### config.mk
export PLATFORM = sky130hd
export DESIGN_NAME = parking_gate_ctrl
export DESIGN_NICKNAME = d
export VERILOG_FILES = /design/src/rtl/parking_pkg.sv /design/src/rtl/gate_lane_seq.sv /design/src/rtl/parking_gate_ctrl.sv
export SDC_FILE = /design/constraint.sdc
export NUM_CORES = 1
export LEC_CHECK = 0
export CAP_MARGIN = 20
export CORE_UTILIZATION = 55
export CTS_CLUSTER_DIAMETER = 40
export DETAILED_ROUTE_END_ITERATION = 10
export PLACE_DENSITY = 0.73
export RECOVER_POWER = 100
export REMOVE_ABC_BUFFERS = 1
export SYNTH_ARGS = -nofsm -noshare
export SYNTH_HDL_FRONTEND = slang
export SYNTH_SLANG_ARGS = --single-unit
### constraint.sdc
create_clock -name clk -period 2.8 [get_ports clk]
set_input_delay 0.42 -clock clk [delete_from_list [all_inputs] [get_ports clk]]
set_output_delay 0.42 -clock clk [all_outputs]
set_load 0.02 [all_outputs]
### src/rtl/parking_pkg.sv
// Shared definitions for the parking gate front-end and occupancy counter.
// Lane state encoding and default timing constants.
package parking_pkg;

   typedef enum logic [2:0] {
      L_IDLE   = 3'd0,
      L_S_A    = 3'd1,
      L_S_AB   = 3'd2,
      L_S_B    = 3'd3,
      L_WRONG  = 3'd4,
      L_DENIED = 3'd5
   } lane_st_e;

   localparam int DEBOUNCE_CYCLES_DEF  = 4;
   localparam int GATE_HOLD_CYCLES_DEF = 16;
   localparam int CNT_W_DEF            = 5;
   localparam int MAX_SPACES           = 5;

endpackage

### src/rtl/gate_lane_seq.sv
// One lane: beam sync + debounce, direction FSM, barrier hold timer.
// Ports: beam_a_i/beam_b_i raw beams, full_i deny request, done_o/deny_o/wrong_o pulses, gate_o barrier.
module gate_lane_seq
   import parking_pkg::*;
#(
   parameter int DEBOUNCE_CYCLES  = DEBOUNCE_CYCLES_DEF,
   parameter int GATE_HOLD_CYCLES = GATE_HOLD_CYCLES_DEF,
   parameter int CNT_W            = CNT_W_DEF,
   parameter bit ALLOW_DENY       = 1'b0
) (
   input  logic clk,
   input  logic rst_n,
   input  logic beam_a_i,
   input  logic beam_b_i,
   input  logic full_i,
   output logic done_o,
   output logic deny_o,
   output logic wrong_o,
   output logic gate_o
);

   logic [1:0] raw;
   logic [1:0] s1_q;
   logic [1:0] s2_q;
   logic [1:0] db;

   assign raw = {beam_b_i, beam_a_i};

   always_ff @(posedge clk or negedge rst_n) begin
      if (!rst_n) begin
         s1_q <= '0;
         s2_q <= '0;
      end else begin
         s1_q <= raw;
         s2_q <= s1_q;
      end
   end

   for (genvar i = 0; i < 2; i++) begin : g_db
      logic [CNT_W-1:0] cnt_q;
      logic             db_q;

      // Any agreeing sample restarts the run of differing samples.
      always_ff @(posedge clk or negedge rst_n) begin
         if (!rst_n) begin
            cnt_q <= '0;
            db_q  <= 1'b0;
         end else if (s2_q[i] == db_q) begin
            cnt_q <= '0;
         end else if (cnt_q == CNT_W'(DEBOUNCE_CYCLES - 1)) begin
            cnt_q <= '0;
            db_q  <= s2_q[i];
         end else begin
            cnt_q <= cnt_q + CNT_W'(1);
         end
      end

      assign db[i] = db_q;
   end

   logic a;
   logic b;

   assign a = db[0];
   assign b = db[1];

   lane_st_e         st_q;
   logic [CNT_W-1:0] hold_q;
   logic             gate_q;
   logic             done_q;
   logic             deny_q;
   logic             wrong_q;

   always_ff @(posedge clk or negedge rst_n) begin
      if (!rst_n) begin
         st_q    <= L_IDLE;
         hold_q  <= '0;
         gate_q  <= 1'b0;
         done_q  <= 1'b0;
         deny_q  <= 1'b0;
         wrong_q <= 1'b0;
      end else begin
         done_q  <= 1'b0;
         deny_q  <= 1'b0;
         wrong_q <= 1'b0;
         unique case (st_q)
            L_IDLE: begin
               if (a && !b) begin
                  hold_q <= '0;
                  if (ALLOW_DENY && full_i) begin
                     st_q   <= L_DENIED;
                     deny_q <= 1'b1;
                     gate_q <= 1'b0;
                  end else begin
                     st_q   <= L_S_A;
                     gate_q <= 1'b1;
                  end
               end else if (!a && b) begin
                  st_q    <= L_WRONG;
                  wrong_q <= 1'b1;
                  gate_q  <= 1'b0;
                  hold_q  <= '0;
               end else if (hold_q != '0) begin
                  // Gate drops on the edge that exhausts the hold.
                  hold_q <= hold_q - CNT_W'(1);
                  gate_q <= (hold_q != CNT_W'(1));
               end else begin
                  gate_q <= 1'b0;
               end
            end
            L_S_A: begin
               if (a && b) begin
                  st_q <= L_S_AB;
               end else if (!a && !b) begin
                  st_q   <= L_IDLE;
                  hold_q <= CNT_W'(GATE_HOLD_CYCLES);
               end
            end
            L_S_AB: begin
               if (!a && b) begin
                  st_q <= L_S_B;
               end else if (a && !b) begin
                  st_q <= L_S_A;
               end else if (!a && !b) begin
                  st_q   <= L_IDLE;
                  hold_q <= CNT_W'(GATE_HOLD_CYCLES);
               end
            end
            L_S_B: begin
               if (!a && !b) begin
                  st_q   <= L_IDLE;
                  hold_q <= CNT_W'(GATE_HOLD_CYCLES);
                  done_q <= 1'b1;
               end else if (a && b) begin
                  st_q <= L_S_AB;
               end else if (a && !b) begin
                  st_q <= L_S_A;
               end
            end
            L_WRONG, L_DENIED: begin
               if (!a && !b) begin
                  st_q <= L_IDLE;
               end
            end
            default: begin
               st_q   <= L_IDLE;
               gate_q <= 1'b0;
               hold_q <= '0;
            end
         endcase
      end
   end

   assign done_o  = done_q;
   assign deny_o  = deny_q;
   assign wrong_o = wrong_q;
   assign gate_o  = gate_q;

endmodule

### src/rtl/parking_gate_ctrl.sv
// Parking front-end: entry/exit lane sequencers plus arrival/depart arbitration.
// Ports: raw beams, parking_full in; car_arrival/car_depart/entry_denied/wrong_way pulses, gate opens out.
module parking_gate_ctrl
   import parking_pkg::*;
#(
   parameter int DEBOUNCE_CYCLES  = DEBOUNCE_CYCLES_DEF,
   parameter int GATE_HOLD_CYCLES = GATE_HOLD_CYCLES_DEF,
   parameter int CNT_W            = CNT_W_DEF
) (
   input  logic clk,
   input  logic reset_n,
   input  logic entry_beam_a,
   input  logic entry_beam_b,
   input  logic exit_beam_a,
   input  logic exit_beam_b,
   input  logic parking_full,
   output logic car_arrival,
   output logic car_depart,
   output logic entry_gate_open,
   output logic exit_gate_open,
   output logic entry_denied,
   output logic wrong_way
);

   logic ent_done;
   logic ent_wrong;
   logic ext_done;
   logic ext_wrong;
   logic unused_ext_deny;

   gate_lane_seq #(
      .DEBOUNCE_CYCLES (DEBOUNCE_CYCLES),
      .GATE_HOLD_CYCLES(GATE_HOLD_CYCLES),
      .CNT_W           (CNT_W),
      .ALLOW_DENY      (1'b1)
   ) u_entry (
      .clk     (clk),
      .rst_n   (reset_n),
      .beam_a_i(entry_beam_a),
      .beam_b_i(entry_beam_b),
      .full_i  (parking_full),
      .done_o  (ent_done),
      .deny_o  (entry_denied),
      .wrong_o (ent_wrong),
      .gate_o  (entry_gate_open)
   );

   gate_lane_seq #(
      .DEBOUNCE_CYCLES (DEBOUNCE_CYCLES),
      .GATE_HOLD_CYCLES(GATE_HOLD_CYCLES),
      .CNT_W           (CNT_W),
      .ALLOW_DENY      (1'b0)
   ) u_exit (
      .clk     (clk),
      .rst_n   (reset_n),
      .beam_a_i(exit_beam_a),
      .beam_b_i(exit_beam_b),
      .full_i  (1'b0),
      .done_o  (ext_done),
      .deny_o  (unused_ext_deny),
      .wrong_o (ext_wrong),
      .gate_o  (exit_gate_open)
   );

   logic arr_q;
   logic dep_q;
   logic pend_q;
   logic arr_d;
   logic dep_d;
   logic pend_d;

   // Arrival always wins; a depart colliding with it waits one slot.
   always_comb begin
      arr_d  = ent_done;
      dep_d  = !ent_done && (pend_q || ext_done);
      pend_d = ent_done && (pend_q || ext_done);
   end

   always_ff @(posedge clk or negedge reset_n) begin
      if (!reset_n) begin
         arr_q  <= 1'b0;
         dep_q  <= 1'b0;
         pend_q <= 1'b0;
      end else begin
         arr_q  <= arr_d;
         dep_q  <= dep_d;
         pend_q <= pend_d;
      end
   end

   assign car_arrival = arr_q;
   assign car_depart  = dep_q;
   assign wrong_way   = ent_wrong | ext_wrong;

endmodule

# Word-level counts from Yosys, hierarchy flattened
# Index checks and enable logic that the tools add are counted.
# totals
register_bits	58
in_bits	7
output_inout_bits	6
elab_cells	170
# classes
add_sub_neg	6
n_eq_ne	32
muxes	67
bitwise	7
n_reduce_logical	32
# ops
cell	count
5-bit two-way mux	22
3-bit two-way mux	19
5-bit one-hot mux with 5 select lines	2
3-bit one-hot mux with 5 select lines	2
5-bit by 1-bit adder with 5-bit output (second input constant)	4
5-bit by 2-bit equality test with 1-bit output (second input constant)	4
1-bit two-way mux	20
4-bit by 1-bit inequality test with 1-bit output (second input constant)	4
3-bit by 2-bit equality test with 1-bit output (second input constant)	4
3-bit equality test (second input constant)	4
2-bit inequality test (second input constant)	6
2-bit AND reduction	6
1-bit logical AND	10
5-bit by 1-bit inequality test with 1-bit output (second input constant)	2
5-bit AND reduction	2
5-bit nonzero test	2
5-bit OR reduction	2
5-bit by 1-bit subtractor with 5-bit output (second input constant)	2
3-bit by 1-bit equality test with 1-bit output (second input constant)	2
3-bit zero test	2
3-bit by 1-bit inequality test with 1-bit output (second input constant)	2
1-bit inverter	6
1-bit zero test	5
1-bit equality test	4
4 further kinds	6

# Logic depth before layout (Yosys ltp)
# Gate-level depths: netlist (run 1).
# depth
word_depth	6
ltp_mapped	7
ltp_nobuf	7

# Hierarchy
# From an unflattened synthesis (run 1), not the netlist that was laid out.
# hier_totals
hier_cells	289
area_unflattened_um2	2922.8
# modules_own_cells
module	n_inst	cells_per_inst	area_each_um2	seq_area_each_um2
gate_lane_seq (u_entry)	1	141	1420.1	700.7
gate_lane_seq (u_exit)	1	141	1400.1	675.6
parking_gate_ctrl	1	7	102.6	75.1

# Worst setup path after synthesis (run 1)
# OpenSTA, ideal clock, no wires.
# synth_timing
path_type	reg2reg
start	register u_entry.g_db[1].db_q, in the netlist u_entry.b
end	register u_entry.hold_q[2]
setup_ns	0.074
t_arrival_ns	1.734
required_time_ns	2.726
setup_slack_ns	0.992
path_stages_with_launch	8
n_path_buf	0
synth_period_minus_slack_ns	1.808
cell_sequence	dfrtp_1 -> inv_1 -> ha_1 -> nor2_2 -> nor4_1 -> a211o_4 -> or2_4 -> o21ai_2
# synth_via
elab_chain_cells	6
word_cells_on_any_way	17
classes_between	4 x eq/ne; 7 x mux; 6 x reduce/logical
# synth_lines
element	line_no	rtl
from (decl)	gate_lane_seq.sv:41	logic db_q;
from (signal assigned)	gate_lane_seq.sv:52	db_q <= s2_q[i];
1-bit zero test	n/a	
1-bit logical AND	gate_lane_seq.sv:114, gate_lane_seq.sv:124, gate_lane_seq.sv:130	
5-bit two-way mux (3 in a row)	n/a	
5-bit one-hot mux with 5 select lines	gate_lane_seq.sv:86	unique case (st_q)
to (signal assigned)	gate_lane_seq.sv:105	hold_q <= hold_q - CNT_W'(1);
to (signal assigned)	gate_lane_seq.sv:116	hold_q <= CNT_W'(GATE_HOLD_CYCLES);
to (signal assigned)	gate_lane_seq.sv:126	hold_q <= CNT_W'(GATE_HOLD_CYCLES);
to (decl)	gate_lane_seq.sv:68	logic [CNT_W-1:0] hold_q;
# Parallel ways exist; a longest one is shown, timed or not. The select of a mux whose other input is x is not followed.
# A chain may end at the register's enable or synchronous reset.

# Worst setup path in the final report (run 1)
# Same ends and word-level chain as after synthesis.

==> reports/qor.yml, run 1 <==
dpl.cell_count: 368
grt_overflow_total: 0
setup_viol: 0
start_kind: "register"
synth_area_leaders: "dfrtp_1, ha_1, nor2_1"
setup_tns_ps: 0
cts_max_level: 3
synth.most_common_cell: "dfrtp_1"
timing.critical_path.from: "u_entry.b"
path_max_fanout: 7
synthTopCellsByCount: "dfrtp_1, nor2_1, ha_1"
hold_viol: 0
drive_gt1_share_pct: 9.29
syn_avg_cell_area_um2: 10.4
drt-total-wl_um: 5310
grt_pass1_wl_um: 8870
hold_path.class: "reg -> reg"
multi_input_area_um2: 1420
switching_share_pct: 39.0
fin_area_um2: 3330
drt_pre_antenna_iters: 4
fin_ws_ps: 533
coreArea_um2: 5170
grt_max_degree: 32
cts_setup_buffers: 0
cts_inserted_buffers: 9
postCtsHoldBufs: 0
crit_arrival_ps: 2500
r2r-start: "u_entry.b"
slew_viol_final: 32
tightestPinTransition_ps: 1540
grt-busiest-layer: "met2"
netSwitchingPower_mw: 1.39
synthArstFlopShare_pct: 100
clkPwrFrac_pct: 21.2
hold_start: "u_entry.s1_q[1]"
place_area_um2: 3170
worst-endpoint-required_ps: 3030
use_met1_pct: 26.3
ant_nets: 0
dp_slack_ps: 764
io_buffers: 12
totalPowerFinal_mw: 3.55
die_y_um: 75.7
synth-edff-count: 0
final_nets: 341
synth-seq-cells: 58
synth.cell_area_um2: 2990
drt-vias-per-instance: 5.41
rows: 26
clock_latency_ps: 330
layout.cells.non_filler: 382
gr-usage-met2_pct: 36.3
slew_headroom_pct: -2.77
yosysSeqAreaShare_pct: 48.6
rsz0062_at_grt: "no"
synthFlopType: "dfrtp_1"
die_w_um: 75.7
synth_warnings: 0
dp_hpwl_um: 3800
p_int_mw: 2.16
grt_pass1_vias: 2016
finalCritPeriodShare_pct: 81.0
leakage_nw: 1.57
wl_per_cell_um: 13.9
cap_violations: 1
p_seq_share_pct: 36.9
ir_drop_mv: 0.527
grt_util_all_layers_pct: 21.4
p_comb_share_pct: 41.9
globalplace.congestion: 0.865
yosys.area.top_type_share_pct: 48.6
synth_cells: 288
remaining_drc_errors: 0
max_freq_mhz: 441
vias: 2065
max-clock-path-buffers: 2
fin_crit_ps: 2270
clkSlewWorstSetupHoldPaths_ps: 60
use_met3_pct: 5.29
violations: "max-capacitance violations, max-slew violations"
synth_cell_types: 52
power_density_nw_per_um2: 1060
fillerInstances: 431
drtIter0Drc: 70
cts_root_buffer: "clkbuf_8"
path_class: "reg -> reg"
area.sequential_um2: 1450
finalClockSkew_ps: 5.43
io-pin-count: 13
worstSetupEndpointType: "register"
outcome: "finished, violations left"
cts_sinks: 58
yosysTopAreaCell: "dfrtp_1"
grt_antenna_before_repair: 0
initial_core_util_pct: 57.8
die_area_um2: 5730
cts_tree: "yes"
postCtsResizedCells: 0
antenna_cells: 0
area_growth_pct: 11.6
-- stage by stage --
step	util (%)	hold slack [ps]
detailed placement	61.3	340
global route	64.5	361
CTS	65.0	129
finish	64.5	353
global placement	61.3	334
floorplan	-	124
-- cells in the final DEF, fill, tap and decap left out, types with 8 or more instances in the layout --
master,Yosys,layout
a21oi_1,11,11
clkbuf_8,0,11
dfrtp_1,58,58
dlygate4sd3_1,0,10
ha_1,25,25
inv_1,18,18
nand2_1,16,16
nand3_1,9,9
nor2_1,38,39
o21ai_0,13,15
xnor2_1,8,8
xor2_1,8,8
-- power groups by stage --
stage | clock (mW) | sequential (mW) | combinational [mW]
after global placement | 0 | 1.31 | 1.50
after global routing | 0.809 | 1.35 | 1.68
after floorplan | 0 | 1.28 | 1.18
after detailed placement | 0 | 1.32 | 1.53
after CTS | 0.775 | 1.31 | 1.54
final | 0.754 | 1.31 | 1.49
-- sequential cells by signal (all words and copies together) (netlist names), 2 cells and up --
| name | cells |
|---|---|
| u_entry.s2_q | 2 |
| u_entry.st_q | 3 |
| u_exit.s2_q | 2 |
| u_exit.hold_q | 5 |
| u_entry.s1_q | 2 |
| u_exit.s1_q | 2 |
| u_entry.hold_q | 5 |
| u_exit.g_db.cnt_q | 10 |
| u_exit.st_q | 3 |
| u_entry.g_db.cnt_q | 10 |
-- path summary, 6_finish.rpt --
path	endpoint	slack [ps]	cells after the start
max	u_entry.hold_q[2]	530	7
min	u_entry.s2_q[1]	350	0
max reg2reg	u_entry.hold_q[2]	530	7
min reg2reg	u_entry.s2_q[1]	350	0
max in group asynchronous	u_entry.g_db[1].cnt_q[0]	950	2
min in group asynchronous	u_exit.hold_q[0]	470	1
-- per-layer routing --
layer | routed length [um] | share of wire, %
met1 | 2400 | 45
met2 | 2640 | 50
met5 | 0 | 0
met4 | 81 | 1.5
met3 | 182 | 3.4
-- worst max-delay path, stage by stage (launching register included) --
cell and delay (ps):
dfrtp_1 480, inv_1 120, ha_1 280, nor2_1 300, nor4_1 110, a211o_4 360
or2_0 300, o21ai_0 230
-- kinds of logic after synthesis --
family	share of synthesized area, %
flops	48.6
mux	1.47
simple gates	18.5
xor+xnor	4.69
buf+inv	3.39
fa+ha+maj	10.5
compound gates	12.9
-- area by class of cell --
| cell class | instances | area share [%] |
|---|---|---|
| clock inverter | 3 | 1.20 |
| tap | 70 | 2.63 |
| inverter | 18 | 2.03 |
| sequential | 58 | 43.5 |
| multi-input combinational | 208 | 42.4 |
| clock buffer | 11 | 4.54 |
| timing repair buffer | 14 | 3.64 |
(Power assumes the default switching activity.)
==> run 2, diff against run 1 <==
- clock period: 2.8 -> 2.3 ns (I/O delays scaled with it)
==> reports/qor.yml, run 2 (synthesis results as in run 1) <==
outcome: "finished, final reports clean"
drive_gt1_share_pct: 10.5  # +1.2 points
tightestPinTransition_ps: 1340  # -197 ps
grt_util_all_layers_pct: 20.7  # -0.77 points
rsz0062_at_grt: "no"
slew_headroom_pct: 10.4  # +13 points
clock_latency_ps: 330  # about the same
area.sequential_um2: 1450  # unchanged
layout.cells.non_filler: 383  # +0.26%
coreArea_um2: 5170  # unchanged
grt_pass1_wl_um: 8520  # -4.0%
grt-busiest-layer: "met2"
cts_tree: "yes"
drt_pre_antenna_iters: 4  # unchanged
setup_viol: 0  # unchanged
io-pin-count: 13  # unchanged
vias: 2051  # -0.68%
path_class: "reg -> reg"
fillerInstances: 401  # -7.0%
grt_pass1_vias: 2024  # +0.40%
drt-total-wl_um: 5040  # -5.1%
slew_viol_final: 0  # -100%
dp_slack_ps: 311  # -453 ps
path_max_fanout: 7  # unchanged
ant_nets: 0  # unchanged
worst-endpoint-required_ps: 2560  # -470 ps
drt-vias-per-instance: 5.36  # -0.94%
final_cell_mix: "dfrtp_1, nor2_1, ha_1"
final_nets: 340  # -0.29%
clkPwrFrac_pct: 21.6  # +0.4 points
rows: 26  # unchanged
power_density_nw_per_um2: 1300  # +22%
crit_arrival_ps: 2340  # -160 ps
hold_path.class: "reg -> reg"
globalplace.congestion: 0.836  # -3.3%
dp_hpwl_um: 3590  # -5.6%
postCtsResizedCells: 0  # unchanged
cts_setup_buffers: 0  # unchanged
area_growth_pct: 12.2
fin_util_pct: 64.8  # +0.34 points
die_y_um: 75.7  # unchanged
drtIter0Drc: 61  # -13%
finalCritPeriodShare_pct: 90.3  # +9.3 points
remaining_drc_errors: 0  # unchanged
cts_root_buffer: "clkbuf_8"
grt_antenna_before_repair: 0  # unchanged
dpl.cell_count: 367  # -0.27%
fin_crit_ps: 2080  # -190 ps
crit_slowest_cell: "dfrtp_1"
max_freq_mhz: 481  # +9.2%
start_kind: "register"
fin_ws_ps: 223  # -310 ps
cpPeakStageDelay_ps: 480  # about the same
max-clock-path-buffers: 2  # unchanged
cap_violations: 0  # -1
initial_core_util_pct: 57.8  # unchanged
clkSlewWorstSetupHoldPaths_ps: 60  # about the same
io_buffers: 12  # unchanged
die_w_um: 75.7  # unchanged
worstSetupEndpointType: "register"
worstPathCellList: "inv_1 > ha_1 > nor2_1 > nor4_1 > a211o_4 > or2_4 > o21ai_2"
postCtsHoldBufs: 0  # unchanged
grt_max_degree: 59  # +84%
leakage_nw: 1.58  # +0.58%
reg.largest.list: "u_entry.g_db.cnt_q (10), u_exit.g_db.cnt_q (10)"
grt_overflow_total: 0  # unchanged
r2r_cells: 7  # unchanged
hold_depth: 0  # unchanged
hold_viol: 0  # unchanged
switching_share_pct: 38.6  # -0.46 points
antenna_cells: 0  # unchanged
cts_max_level: 3  # unchanged
use_met3_pct: 6.08  # +0.79 points
die_area_um2: 5730  # unchanged
use_met1_pct: 23.9  # -2.4 points
cts_inserted_buffers: 9  # unchanged
ir_drop_mv: 0.819  # +55%
setup_tns_ps: 0  # unchanged
cts_sinks: 58  # unchanged
wl_per_cell_um: 13.1  # -5.4%
final_common_cell: "dfrtp_1"
p_seq_share_pct: 36.5  # -0.4 points
p_int_mw: 2.67  # +23%
gr-usage-met2_pct: 35.5  # -0.79 points
netSwitchingPower_mw: 1.68  # +21%
finalClockSkew_ps: 7.59  # +2.16 ps
p_comb_share_pct: 41.9  # about the same
multi_input_area_um2: 1430  # +0.88%
==> run 2: changes by cell type in the layout (fill, tap and decap cells not counted) <==
cell | previous run | this run
or2_0 | 2 | 1
o221ai_2 | 0 | 1
o21ai_1 | 2 | 3
or2_4 | 0 | 1
clkbuf_2 | 0 | 1
o21ai_2 | 3 | 4
buf_2 | 0 | 1
o21ai_0 | 15 | 13
clkinv_2 | 2 | 1
o221ai_1 | 1 | 0
==> run 2: critical path: cells and delay by family (launching register included) <==
family                   cells  cell delay (ps)
AND/OR/NAND/NOR              3              640
flip-flops                   1              480
AO/OA/AOI/OAI                2              480
adder cells (fa/ha/maj)      1              280
buffers and inverters        1              120
==> run 2: worst paths after layout <==
path | startpoint | to | slack [ps]
max | u_entry.b | u_entry.hold_q[0] | 220
min | u_exit.s1_q[1] | u_exit.s2_q[1] | 350
max reg2reg | u_entry.b | u_entry.hold_q[0] | 220
min reg2reg | u_exit.s1_q[1] | u_exit.s2_q[1] | 350
max in group asynchronous | reset_n | u_entry.wrong_o | 1080
min in group asynchronous | reset_n | u_exit.hold_q[2] | 400
==> run 2: area by class of cell <==
cell class / count / share of cell area, %
clock inverters: 2 / 1.05
clock buffers: 14 / 4.85
well taps: 70 / 2.61
multi-input cells: 208 / 42.6
repair buffers: 13 / 3.58
flip-flops and latches: 58 / 43.3
inverters: 18 / 2.02
==> run 2: per-stage QoR <==
step                      power, mW  hold slack, ps  instance area, um^2
after floorplan                2.99            49.4                 2950
after global placement         3.41             335                 3160
after detailed placement       3.45             341                 3160
after CTS                      4.42             160                 3360
after global routing           4.69             365                 3350
final                          4.35             352                 3350
==> run 2: power by group through the flow <==
stage	logic (mW)	clock network, mW	registers (mW)
CTS	1.86	0.968	1.59
floorplan	1.44	0	1.56
detailed placement	1.85	0	1.60
global route	2.06	1.00	1.63
finish	1.82	0.939	1.59
global placement	1.82	0	1.59
==> run 2: metal layers <==
| layer | share of wire, % | vias up | wire [um] |
|---|---|---|---|
| met1 | 45 | 971 | 2290 |
| met5 | 0 | - | 0 |
| met2 | 49 | 41 | 2470 |
| met4 | 1.8 | 0 | 91 |
| met3 | 3.6 | 9 | 183 |
| li1 | - | 1030 | - |
==> run 3, diff against run 2 <==
- ABC_AREA: unset -> 1
==> reports/qor.yml, run 3 <==
outcome: "finished, final reports clean"
hold_viol: 0  # unchanged
clock_latency_ps: 330  # about the same
dr_wl_met3_um: 251  # +37%
synth-edff-count: 0  # unchanged
postCtsResizedCells: 0  # unchanged
synth_area_leaders: "dfrtp_1, ha_1, nand2_1"
cts_tree: "yes"
p_seq_share_pct: 34.7  # -1.8 points
slew_viol_final: 0  # unchanged
synth_cell_types: 27  # -48%
drtIter0Drc: 133  # +120%
cts_inserted_buffers: 9  # unchanged
io-pin-count: 13  # unchanged
finalClockSkew_ps: 7.15  # -0.444 ps
start_kind: "register"
hold_path.class: "reg -> reg"
clkPwrFrac_pct: 17.8  # -3.8 points
wl_per_cell_um: 12.7  # -3.7%
switching_share_pct: 44.8  # +6.2 points
synth-seq-cells: 58  # unchanged
setup_tns_ps: 0  # unchanged
synth.cell_area_um2: 3160  # +5.6%
slew_headroom_pct: 6.84  # -3.5 points
netSwitchingPower_mw: 2.01  # +20%
fin_area_um2: 3500  # +4.5%
met2WireLength_um: 3030  # +22%
grt_pass1_wl_um: 10900  # +28%
drt_pre_antenna_iters: 4  # unchanged
met1Wirelength_um: 2780  # +21%
io_buffers: 12  # unchanged
finalCritPeriodShare_pct: 86.0  # -4.4 points
drive_gt1_share_pct: 6.76  # -3.8 points
yosysSeqAreaShare_pct: 46.0  # -2.6 points
area_growth_pct: 11.0
max-clock-path-buffers: 2  # unchanged
die_y_um: 77.7  # +2.7%
fin_crit_ps: 1980  # -100 ps
clkSlewWorstSetupHoldPaths_ps: 60  # about the same
antenna_cells: 0  # unchanged
synth_cells: 385  # +34%
cts_sinks: 58  # unchanged
final_nets: 441  # +30%
grt_overflow_total: 0  # unchanged
syn_avg_cell_area_um2: 8.20  # -21%
final_cell_mix: "nand2_1, nor2_1, dfrtp_1"
tightestPinTransition_ps: 1400  # +52.8 ps
cts_setup_buffers: 0  # unchanged
fin_ws_ps: 323  # +100 ps
grt_antenna_before_repair: 0  # unchanged
power_density_nw_per_um2: 1280  # -0.91%
p_comb_share_pct: 47.5  # +5.6 points
cap_violations: 0  # unchanged
remaining_drc_errors: 0  # unchanged
max_freq_mhz: 506  # +5.1%
grt_pass1_vias: 2474  # +22%
ir_drop_mv: 0.729  # -11%
setup_viol: 0  # unchanged
drt-total-wl_um: 6150  # +22%
ant_nets: 0  # unchanged
path_class: "reg -> out"
rows: 27  # +3.8%
worstSetupEndpointType: "primary output"
dp_hpwl_um: 4400  # +23%
holdWs_ps: 354  # +2.07 ps
path_max_fanout: 1  # -6
yosysTopAreaCell: "dfrtp_1"
drt-vias-per-instance: 5.22  # -2.4%
rsz0062_at_grt: "no"
postCtsHoldBufs: 0  # unchanged
top_layer: "met4"
cts_root_buffer: "clkbuf_8"
leakage_nw: 1.82  # +15%
initial_core_util_pct: 57.3  # -0.46 points
yosys.area.top_type_share_pct: 46.0  # -2.6 points
synthTopCellsByCount: "nand2_1, nor2_1, dfrtp_1"
grt_max_degree: 59  # unchanged
totalPowerFinal_mw: 4.50  # +3.5%
p_int_mw: 2.49  # -6.9%
synthFlopType: "dfrtp_1"
worst-endpoint-required_ps: 1960  # -600 ps
fillerInstances: 490  # +22%
vias: 2539  # +24%
final_common_cell: "nand2_1"
dp_slack_ps: 475  # +165 ps
cts_max_level: 3  # unchanged
die_w_um: 77.7  # +2.7%
reg.largest.list: "u_entry.g_db.cnt_q (10), u_exit.g_db.cnt_q (10)"
synth_warnings: 0  # unchanged
globalplace.congestion: 0.909  # +8.6%
die_area_um2: 6040  # +5.5%
synth.most_common_cell: "nand2_1"
coreArea_um2: 5510  # +6.5%
grt_util_all_layers_pct: 23.3  # +2.7 points
crit_arrival_ps: 1630  # -710 ps
place_area_um2: 3370  # +6.4%
synthArstFlopShare_pct: 100  # unchanged
[run 3: changes by cell type after synthesis, moves of 4 or more]
| cell | change |
|---|---|
| nor4b_1 | -4 |
| o21ai_2 | -4 |
| inv_2 | +4 |
| o21ai_0 | -10 |
| nand2_2 | +4 |
| nor2b_1 | -7 |
| nand3_1 | +30 |
| nand2_1 | +62 |
| inv_1 | +26 |
| nor2_1 | +30 |
[run 3: logic make-up after synthesis]
kind of cell    count (synthesis)  share of synthesized area (%)
buf+inv                        49                           5.83
xor+xnor                       16                           4.44
flops                          58                           46.0
fa+ha+maj                      25                           9.91
simple gates                  214                           29.7
compound gates                 23                           4.08
[run 3: worst paths after layout]
kind,depth (start not counted),startpoint,slack (ps),endpoint
hold reg to reg,0,u_entry.s1_q[0],350,u_entry.s2_q[0]
min in group asynchronous,2,reset_n,430,u_exit.g_db[1].cnt_q[2]
max in group asynchronous,2,reset_n,1040,u_exit.s1_q[0]
setup reg to reg,9,u_entry.b,450,u_entry.hold_q[4]
hold / removal,0,u_entry.s1_q[0],350,u_entry.s2_q[0]
setup / recovery,2,u_exit.wrong_o,320,wrong_way
[run 3: final cells by class]
| class | count | area (um^2) | share of cell area (%) |
|---|---|---|---|
| timing repair buffer | 13 | 120 | 3.43 |
| multi-input combinational | 278 | 1490 | 42.6 |
| clock inverter | 3 | 15.0 | 0.429 |
| clock buffer | 13 | 149 | 4.25 |
| inverter | 49 | 184 | 5.25 |
| sequential | 58 | 1450 | 41.4 |
| tap | 72 | 90.1 | 2.57 |
[run 3: critical path, stage by stage (launching register included)]
cell,delay (ps)
dfrtp_1,350
or2_2,300
dlygate4sd3_1,650
[run 3: power groups by stage]
stage                     clock (mW)  sequential (mW)  combinational [mW]
after floorplan                    0             1.54                1.65
after global placement             0             1.58                2.16
after detailed placement           0             1.58                2.19
after CTS                      0.824             1.57                2.21
after global routing           0.871             1.60                2.47
final                          0.800             1.56                2.14
[run 3: stage by stage]
step                      util, %  std cells
after floorplan                 -        385
after global placement       61.2        470
after detailed placement     61.2        470
after CTS                    64.1        486
after global routing         63.6        486
final                        63.6        486
[run 3: routing by layer]
layer  global-route usage (%)  vias up
met5                        0        -
met4                     10.9        0
li1                         -     1261
met2                     38.1       70
met3                     6.00       15
met1                     28.8     1193
